--- config.mk ---
export PLATFORM = sky130hd
export DESIGN_NAME = fball_sprite_sched
export DESIGN_NICKNAME = d
export VERILOG_FILES = /design/src/rtl/fball_pkg.sv /design/src/rtl/fball_anim_fsm.sv /design/src/rtl/fball_sprite_sched.sv
export SDC_FILE = /design/constraint.sdc
export NUM_CORES = 1
export LEC_CHECK = 0
export BUFFER_PORTS_ARGS = -buffer_cell sky130_fd_sc_hd__buf_2
export CORE_MARGIN = 2
export CORE_UTILIZATION = 33
export DETAILED_ROUTE_END_ITERATION = 8
export HOLD_SLACK_MARGIN = 0.08
export SYNTH_ARGS = -nofsm -noshare
export SYNTH_HDL_FRONTEND = slang
export SYNTH_HIERARCHICAL = 1
export SYNTH_SLANG_ARGS = --single-unit
--- constraint.sdc ---
create_clock -name Clk -period 1.8 [get_ports Clk]
set_clock_uncertainty 0.1 [all_clocks]
set_input_delay 0.09 -clock Clk [delete_from_list [all_inputs] [get_ports Clk]]
set_output_delay 0.09 -clock Clk [all_outputs]
set_load 0.1 [all_outputs]
--- src/rtl/fball_pkg.sv ---
// Shared types and constants for the fireball sprite scheduler.
// The animation feature is enabled by defining FBALL_ANIM_EN.
package fball_pkg;

    typedef enum logic [1:0] {
        FB_DOWN  = 2'd0,
        FB_LEFT  = 2'd1,
        FB_UP    = 2'd2,
        FB_RIGHT = 2'd3
    } fb_orient_t;

    localparam int          FB_SPRITE_W    = 21;
    localparam int          FB_SPRITE_H    = 21;
    localparam int          FB_ROM_DEPTH   = 441;
    localparam logic [11:0] FB_TRANSPARENT = 12'h808;

    // Per-slot phase offset so neighbouring fireballs spin out of step.
    function automatic fb_orient_t slot_orient(input fb_orient_t base, input logic [1:0] idx);
        logic [1:0] sum;
        sum = 2'(base) + idx;
        return fb_orient_t'(sum);
    endfunction

endpackage

--- src/rtl/fball_anim_fsm.sv ---
// Frame-rate divider and orientation FSM for the fireball spin animation.
// Instantiated by fball_sprite_sched only when FBALL_ANIM_EN is defined.
module fball_anim_fsm
    import fball_pkg::*;
#(
    parameter int ANIM_DIV = 8
) (
    input  logic       Clk,
    input  logic       Reset,
    input  logic       frame_start,
    output fb_orient_t orient
);

    fb_orient_t r_state;
    fb_orient_t w_state_next;
    logic [7:0] r_anim_cnt;
    logic [7:0] w_cnt_next;

    // State and divider registers; reset dominates any coincident strobe.
    always_ff @(posedge Clk or posedge Reset) begin
        if (Reset) begin
            r_state    <= FB_DOWN;
            r_anim_cnt <= 8'd0;
        end else begin
            r_state    <= w_state_next;
            r_anim_cnt <= w_cnt_next;
        end
    end

    // Count strobes; on the last one of a period, wrap and step the orientation.
    always_comb begin
        w_state_next = r_state;
        w_cnt_next   = r_anim_cnt;
        if (frame_start) begin
            if (r_anim_cnt == 8'(ANIM_DIV - 1)) begin
                w_cnt_next = 8'd0;
                case (r_state)
                    FB_DOWN:  w_state_next = FB_LEFT;
                    FB_LEFT:  w_state_next = FB_UP;
                    FB_UP:    w_state_next = FB_RIGHT;
                    FB_RIGHT: w_state_next = FB_DOWN;
                    default:  w_state_next = FB_DOWN;
                endcase
            end else begin
                w_cnt_next = r_anim_cnt + 8'd1;
            end
        end
    end

    assign orient = r_state;

endmodule

--- src/rtl/fball_sprite_sched.sv ---
// Fireball sprite scheduler: per-pixel hit test over NUM_BALLS slots,
// lowest-index priority, shared orientation-ROM addressing and a
// two-stage pipeline producing a transparency-qualified colour.
// Define FBALL_ANIM_EN to enable the spinning animation; without it
// every slot uses the "down" ROM and frame_start is ignored.
module fball_sprite_sched
    import fball_pkg::*;
#(
    parameter int NUM_BALLS = 4,
    parameter int ANIM_DIV  = 8
) (
    input  logic                      Clk,
    input  logic                      Reset,
    input  logic                      frame_start,
    input  logic [NUM_BALLS-1:0]      ball_active,
    input  logic [NUM_BALLS-1:0][9:0] ball_x,
    input  logic [NUM_BALLS-1:0][9:0] ball_y,
    input  logic [9:0]                DrawX,
    input  logic [9:0]                DrawY,
    output logic [8:0]                rom_addr,
    output logic [1:0]                rom_sel,
    input  logic [11:0]               rom_color,
    output logic                      pixel_valid,
    output logic [11:0]               pixel_color,
    output logic [2:0]                pixel_id
);

`ifdef FBALL_ANIM_EN
    fb_orient_t w_orient;

    fball_anim_fsm #(
        .ANIM_DIV (ANIM_DIV)
    ) u_anim (
        .Clk         (Clk),
        .Reset       (Reset),
        .frame_start (frame_start),
        .orient      (w_orient)
    );
`else
    logic w_unused_frame_start;
    assign w_unused_frame_start = frame_start;
`endif

    logic [NUM_BALLS-1:0] w_hit;

    // Per-slot bounding-box test; right/bottom edges are formed at 11 bits
    // so a sprite near X=1023 cannot wrap around to column 0.
    for (genvar g = 0; g < NUM_BALLS; g++) begin : g_slot
        logic [10:0] w_x_end;
        logic [10:0] w_y_end;
        assign w_x_end = {1'b0, ball_x[g]} + 11'(FB_SPRITE_W);
        assign w_y_end = {1'b0, ball_y[g]} + 11'(FB_SPRITE_H);
        assign w_hit[g] = ball_active[g]
                        && (DrawX >= ball_x[g]) && ({1'b0, DrawX} < w_x_end)
                        && (DrawY >= ball_y[g]) && ({1'b0, DrawY} < w_y_end);
    end

    logic       w_any;
    logic [2:0] w_win;
    logic [9:0] w_bx;
    logic [9:0] w_by;
    fb_orient_t w_sel;
    logic [4:0] w_dx;
    logic [4:0] w_dy;
    logic [8:0] w_addr;

    // Priority encode (lowest index wins) and form the in-sprite ROM address.
    always_comb begin
        w_any = 1'b0;
        w_win = 3'd0;
        w_bx  = 10'd0;
        w_by  = 10'd0;
        w_sel = FB_DOWN;
        for (int i = NUM_BALLS - 1; i >= 0; i--) begin
            if (w_hit[i]) begin
                w_any = 1'b1;
                w_win = 3'(i);
                w_bx  = ball_x[i];
                w_by  = ball_y[i];
`ifdef FBALL_ANIM_EN
                w_sel = slot_orient(w_orient, 2'(i));
`else
                w_sel = FB_DOWN;
`endif
            end
        end
        w_dx   = 5'(DrawX - w_bx);
        w_dy   = 5'(DrawY - w_by);
        w_addr = w_any ? (9'(w_dy) * 9'(FB_SPRITE_W) + 9'(w_dx)) : 9'd0;
    end

    // ---- stage boundary p0 -> p1: address/select to ROM, hit/id delayed ----
    logic [8:0] r_addr_p1;
    fb_orient_t r_sel_p1;
    logic       r_hit_p1;
    logic [2:0] r_id_p1;

    // Register the hit-test result that addresses the shared ROM.
    always_ff @(posedge Clk or posedge Reset) begin
        if (Reset) begin
            r_addr_p1 <= 9'd0;
            r_sel_p1  <= FB_DOWN;
            r_hit_p1  <= 1'b0;
            r_id_p1   <= 3'd0;
        end else begin
            r_addr_p1 <= w_addr;
            r_sel_p1  <= w_sel;
            r_hit_p1  <= w_any;
            r_id_p1   <= w_win;
        end
    end

    assign rom_addr = r_addr_p1;
    assign rom_sel  = r_sel_p1;

    // ---- stage boundary p1 -> p2: qualify ROM colour against the key ----
    logic        w_opaque;
    logic        r_vld_p2;
    logic [11:0] r_color_p2;
    logic [2:0]  r_id_p2;

    assign w_opaque = r_hit_p1 && (rom_color != FB_TRANSPARENT);

    // Register the final pixel; colour is zeroed whenever it is not opaque.
    always_ff @(posedge Clk or posedge Reset) begin
        if (Reset) begin
            r_vld_p2   <= 1'b0;
            r_color_p2 <= 12'd0;
            r_id_p2    <= 3'd0;
        end else begin
            r_vld_p2   <= w_opaque;
            r_color_p2 <= w_opaque ? rom_color : 12'd0;
            r_id_p2    <= r_id_p1;
        end
    end

    assign pixel_valid = r_vld_p2;
    assign pixel_color = r_color_p2;
    assign pixel_id    = r_id_p2;

endmodule

Yosys cells after proc, flatten, opt, wreduce, memory -nomap -nowiden
Cells that the tools add are included.
{"block": "totals", "register_bits": 29, "inputBits": 119, "out_inout_bits": 27, "elab_cells": 70}
{"block": "op_classes", "addsub": 11, "n_mul": 1, "magnitude_cmp": 16, "n_eq_ne": 1, "muxes": 18, "n_reduce_logical": 17}
{"cell": "10-bit by 5-bit adder with 11-bit output (second input constant)", "count": 8}
{"cell": "10-bit by 11-bit less-than comparator with 1-bit output", "count": 8}
{"cell": "10-bit >= comparator", "count": 8}
{"cell": "5-bit 2-to-1 mux", "count": 8}
{"cell": "1-bit logical AND", "count": 17}
{"cell": "12-bit 2-to-1 mux", "count": 1}
{"cell": "12-bit != test (second input constant)", "count": 1}
{"cell": "5-bit subtractor", "count": 2}
{"cell": "9-bit by 5-bit adder with 9-bit output", "count": 1}
{"cell": "5-bit by 5-bit multiplier with 9-bit output (second input constant)", "count": 1}
{"cell": "9-bit 2-to-1 mux", "count": 1}
{"cell": "3-bit 2-to-1 mux", "count": 2}
{"cell": "1-bit 2-to-1 mux", "count": 4}
{"cell": "2-bit 2-to-1 mux", "count": 2}

Depth between registers and ports, before layout
{"block": "logic_depth", "ltp_word": 13, "mapped_depth": 39}

Least setup slack after synthesis
OpenSTA, ideal clock, no wires.
{"block": "synth_path", "path_kind": "input port to flip-flop", "from": "input port ball_y[10] (netlist bit)", "to": "register r_addr_p1[8] (netlist: rom_addr[8])", "setup_ns": 0.144, "t_arrival_ns": 7.233, "required_time_ns": 1.556, "slack_ns": -5.677, "cell_stages": 39, "path_cell_list": "ha_1 > o21a_1 > or2_2 > nand2_1 > xnor2_1 > ha_1 > a21oi_1 > o21ai_0 > a211o_1 > a21oi_1 > o21ai_1 > nor3_1 > buf_2 > a221oi_1 > o22ai_1 > ha_1 > fa_1 > inv_1 > (+3 left out) > nor2_1 > nor4b_1 > mux2i_1 > nand4_1 > ha_1 > ha_1 > inv_1 > fa_1 > inv_1 > ha_1 > a21o_1 > a21oi_1 > o21bai_1 > a21oi_1 > xnor3_1 > xnor2_1 > a221oi_2 > o31ai_2"}
{"block": "synth_between", "elab_chain_cells": 9, "elab_cells_between_ends": 16}
{"element": "from (decl)", "line_no": "fball_sprite_sched.sv:17", "rtl": "input logic [NUM_BALLS-1:0][9:0] ball_y,"}
{"element": "10-bit by 5-bit adder with 11-bit output / 10-bit >= comparator (equally long branches)", "line_no": "fball_sprite_sched.sv:52, fball_sprite_sched.sv:55"}
{"element": "10-bit by 11-bit less-than comparator with 1-bit output / 1-bit logical AND (equally long branches)", "line_no": "fball_sprite_sched.sv:55", "rtl": "&& (DrawY >= ball_y[g]) && ({1'b0, DrawY} < w_y_end);"}
{"element": "1-bit logical AND", "line_no": "fball_sprite_sched.sv:55"}
{"element": "5-bit 2-to-1 mux (2 in series)", "line_no": "fball_sprite_sched.sv:75", "rtl": "if (w_hit[i]) begin"}
{"element": "5-bit subtractor", "line_no": "fball_sprite_sched.sv:88", "rtl": "w_dy = 5'(DrawY - w_by);"}
{"element": "5-bit by 5-bit multiplier with 9-bit output", "line_no": "fball_sprite_sched.sv:89", "rtl": "w_addr = w_any ? (9'(w_dy) * 9'(FB_SPRITE_W) + 9'(w_dx)) : 9'd0;"}
{"element": "9-bit by 5-bit adder with 9-bit output", "line_no": "fball_sprite_sched.sv:89"}
{"element": "9-bit 2-to-1 mux *", "line_no": "fball_sprite_sched.sv:89"}
{"element": "named net w_addr[8]", "line_no": "fball_sprite_sched.sv:65", "rtl": "logic [8:0] w_addr;"}
{"element": "to (signal assigned)", "line_no": "fball_sprite_sched.sv:106", "rtl": "r_addr_p1 <= w_addr;"}
{"element": "to (decl)", "line_no": "fball_sprite_sched.sv:93", "rtl": "logic [8:0] r_addr_p1;"}
Mark *: on every way through the listed nets, which the timed path passes. The rest lies on a longest branch.

Worst setup path after layout
{"block": "layout_path", "from": "input port ball_x[0] (netlist bit)", "to": "register r_addr_p1[8] (netlist: rom_addr[8])"}
{"block": "layout_between", "elab_chain_cells": 10, "elab_cells_between_ends": 15}
{"element": "from (decl)", "line_no": "fball_sprite_sched.sv:16", "rtl": "input logic [NUM_BALLS-1:0][9:0] ball_x,"}
{"element": "10-bit by 5-bit adder with 11-bit output / 10-bit >= comparator (equally long branches)", "line_no": "fball_sprite_sched.sv:51, fball_sprite_sched.sv:54"}
{"element": "10-bit by 11-bit less-than comparator with 1-bit output / 1-bit logical AND (equally long branches)", "line_no": "fball_sprite_sched.sv:54", "rtl": "&& (DrawX >= ball_x[g]) && ({1'b0, DrawX} < w_x_end)"}
{"element": "1-bit logical AND", "line_no": "fball_sprite_sched.sv:54"}
{"element": "1-bit logical AND (2 in series)", "line_no": "fball_sprite_sched.sv:55"}
{"element": "5-bit 2-to-1 mux", "line_no": "fball_sprite_sched.sv:75"}
{"element": "5-bit subtractor", "line_no": "fball_sprite_sched.sv:88"}
{"element": "5-bit by 5-bit multiplier with 9-bit output", "line_no": "fball_sprite_sched.sv:89"}
{"element": "9-bit by 5-bit adder with 9-bit output", "line_no": "fball_sprite_sched.sv:89"}
{"element": "9-bit 2-to-1 mux *", "line_no": "fball_sprite_sched.sv:89"}
{"element": "named net w_addr[8]", "line_no": "fball_sprite_sched.sv:65"}
Marked as above.

==> run metrics <==
Worst Setup End Kind=register; Critical Path AT=7.25 ns; Post-synth ARST share=100.0%; Finished Cell Area=0.01123 mm²; post-synthesis area per instance=8.420 µm²; RSZ-0062 raised after global routing=true; CTS root buf=clkbuf_16; die height=149.4 µm; largest family of logic cells by synthesized area=adder cells; failing checks=negative setup slack; #FFs+latches synth=27; Critical Path Max Stage Delay=0.59 ns; most common cell in the netlist=ha_1; Cells after Synth=828; grt ovf=0; initial antenna violation count=3; Tot Pwr=7.587 mW; clock share of power=6.5%; Die X=149.4 µm; largest net degree at the start of global routing=28; Synth Flop Type=dfrtp_1; number of nets in the layout=1,597; post-route ant nets=0; H-tree Lvls=1; post-synthesis compound-gate area fraction=21.68%; status=complete, but fails checks; Lkg Pwr=5.890 nW; Gate power share=84.2%; Routed Wire Length=23,100 µm; period utilization=400.4%; top-area cell type share of the netlist area=35.89%; sequential share of power=9.3%; CTS Buf Count=3; via-per-instance ratio=4.931; Synth area leader=ha_1; post-synthesis adder-cell area fraction=37.62%; Power Internal=4.274 mW; peak supply drop=733.7 µV; DP Area=0.01014 mm²; most area-consuming cells after synthesis=ha_1 (36%), dfrtp_1 (9.7%), xnor2_1 (8.3%), inv_1 (6.7%), a21oi_1 (3.0%); crit path kind=in2reg; Die ar.=0.02231 mm²; Post-synth top cells=ha_1 (200), inv_1 (124), xnor2_1 (66), a21oi_1 (42), o21ai_0 (40); routed wire length per instance=14.93 µm; first-pass GRT wire length=37,230 µm; clk_lat worst skew=0.25 ns; startpoint types=input pin; clock sinks=27; DR DRC count=0; Ports=146; fin crit period=7.207 ns; maxcap violations=0; GPL Wtd Cong=0.8765; Setup-failing EPs final=12; DRT iter0 DRCs=245; Critical-path top delay cell=or4_4; Reg clk slew, reported paths=0.06 ns; PD cells=675.6 mW/mm²; Simple-Gate Fraction of Synth Area=13.37%; total number of yosys warnings=6; Post-Syn Area=0.006972 mm²; Unique masters post-synth=70; PortBufs=141; DPL Wire Length=19,290 µm; Final Worst Setup Slack=-5.407 ns; core area=0.02089 mm²; post-synthesis mux area share=0.2872%; Crit Path Max Fanout=6; GRT Resource Usage Total=20.55%; Vias=7,628; Post-Synth XOR/XNOR Area=9.745%; CTS tree=yes; # rows=53; Slew Limit Fails=0; vias in the first global route=7,828; Area Growth Syn to Fin=61.07%; drt pass-1 iters=5; layout cells sized above 1=44.37%; hold crit path type=reg2reg; Initial Utilization=33.38%; Post-synth EDFFs=0; Final Hold Viols=0; Switching Power=3.313 mW; Fin Hold WS=0.2499 ns; CTS Buffer Depth=2; maximum clock frequency=0.1388 GHz; sequential area share after synthesis=9.691%; Sw Ratio=43.67%; CP Data Required Time=1.84 ns
==> path summary, 6_finish.rpt <==
kind                                      start                        end  slack, ns  cells after the start
max                                   ball_x[0]      rom_addr[8]$_DFF_PP0_      -5.41                     39
min                        r_id_p1[1]$_DFF_PP0_      pixel_id[1]$_DFF_PP0_       0.25                      0
max reg2reg                  r_hit_p1$_DFF_PP0_  pixel_color[11]$_DFF_PP0_       0.70                      3
min reg2reg                r_id_p1[1]$_DFF_PP0_      pixel_id[1]$_DFF_PP0_       0.25                      0
max in group asynchronous                 Reset      pixel_id[1]$_DFF_PP0_       1.02                      4
min in group asynchronous                 Reset   pixel_color[7]$_DFF_PP0_       0.33                      4
==> sequential cells by signal, indices dropped and copies added, names as in the netlist <==
name,cells
pixel_color,12
rom_addr,9
pixel_id,2
r_id_p1,2
pixel_valid,1
r_hit_p1,1
==> power groups by stage <==
| stage | clock, mW | sequential, mW | combinational, mW |
|---|---|---|---|
| floorplan | 0 | 1.23 | 2.57 |
| finish | 0.492 | 0.704 | 6.39 |
| global placement | 0 | 0.715 | 4.80 |
| detailed placement | 0 | 0.715 | 4.89 |
| global route | 0.533 | 0.713 | 6.94 |
| CTS | 0.501 | 0.704 | 6.09 |
==> cell type report <==
type                            instances  area [µm²]
Multi-Input combinational cell        670        6424
Fill cell                            1886        9659
Inverter                              124       470.5
Antenna cell                            1       2.502
Clock buffer                            4       78.83
Sequential cell                        27       675.6
Timing Repair Buffer                  446        3234
Tap cell                              275       344.1
==> cells by family (layout without fill, tap and decap cells) <==
kind of cell	count (synthesis)	after routing
compound gates	213	213
fa+ha+maj	206	206
simple gates	170	170
buf+inv	133	574
xor+xnor	76	76
flops	27	27
mux	2	2
other cells	1	4
==> metal layers <==
metal	GRT usage, %	up-vias	routed length [µm]
met1	26.19	3532	10080
met2	37.43	169	11440
met3	2.263	36	1125
li1	-	3887	-
met5	0	-	24
met4	3.857	4	425
==> per-stage QoR <==
step	setup TNS (ns)	instances	worst slack (ns)	utilization, %
finish	-40.26	1547	-5.407	53.76
global route	-42.26	1546	-5.648	53.75
CTS	-37.99	1535	-5.159	52.22
detailed placement	-41.84	1494	-5.672	48.56
global placement	-40.77	1494	-5.467	48.56
floorplan	-34.82	830	-5.050	-
==> critical path: cells and delay by family <==
kind | cells | cell delay (ns)
compound gates | 15 | 2.24
fa+ha+maj | 7 | 2.08
simple gates | 6 | 1.25
xor+xnor | 4 | 0.87
buf+inv | 6 | 0.51
mux | 1 | 0.16
==> what timing repair did <==
item / in CTS / in global routing
endpoints found under the setup margin: 12 / 12
hold buffers: 13 / 0
endpoints found under the hold margin: 39 / 0
gates resized for setup: 87 / 60
pin swaps: 41 / 46
setup buffers: 24 / 15
==> cells in the final DEF (no fill, tap or decap), types with 9 or more instances in the layout <==
master         Yosys  final
o211ai_1          10     10
nor3_1            18     11
dfrtp_1           27     27
dlygate4sd3_1      0     13
nor2_2             2     11
nor2_1            38     28
ha_4               0     11
o21a_1            16     16
buf_4              5    266
buf_2              1    133
a21oi_2            0     15
nand2_1           27     22
buf_6              1     25
nand3_1           17     17
and2_1            14     14
ha_1             200    183
xor2_1             9      9
o21ai_0           40     25
inv_1            124    115
a21o_1            21     21
a21oi_1           42     26
xnor2_1           66     57
Note: power is estimated with default switching activity, not from simulation.
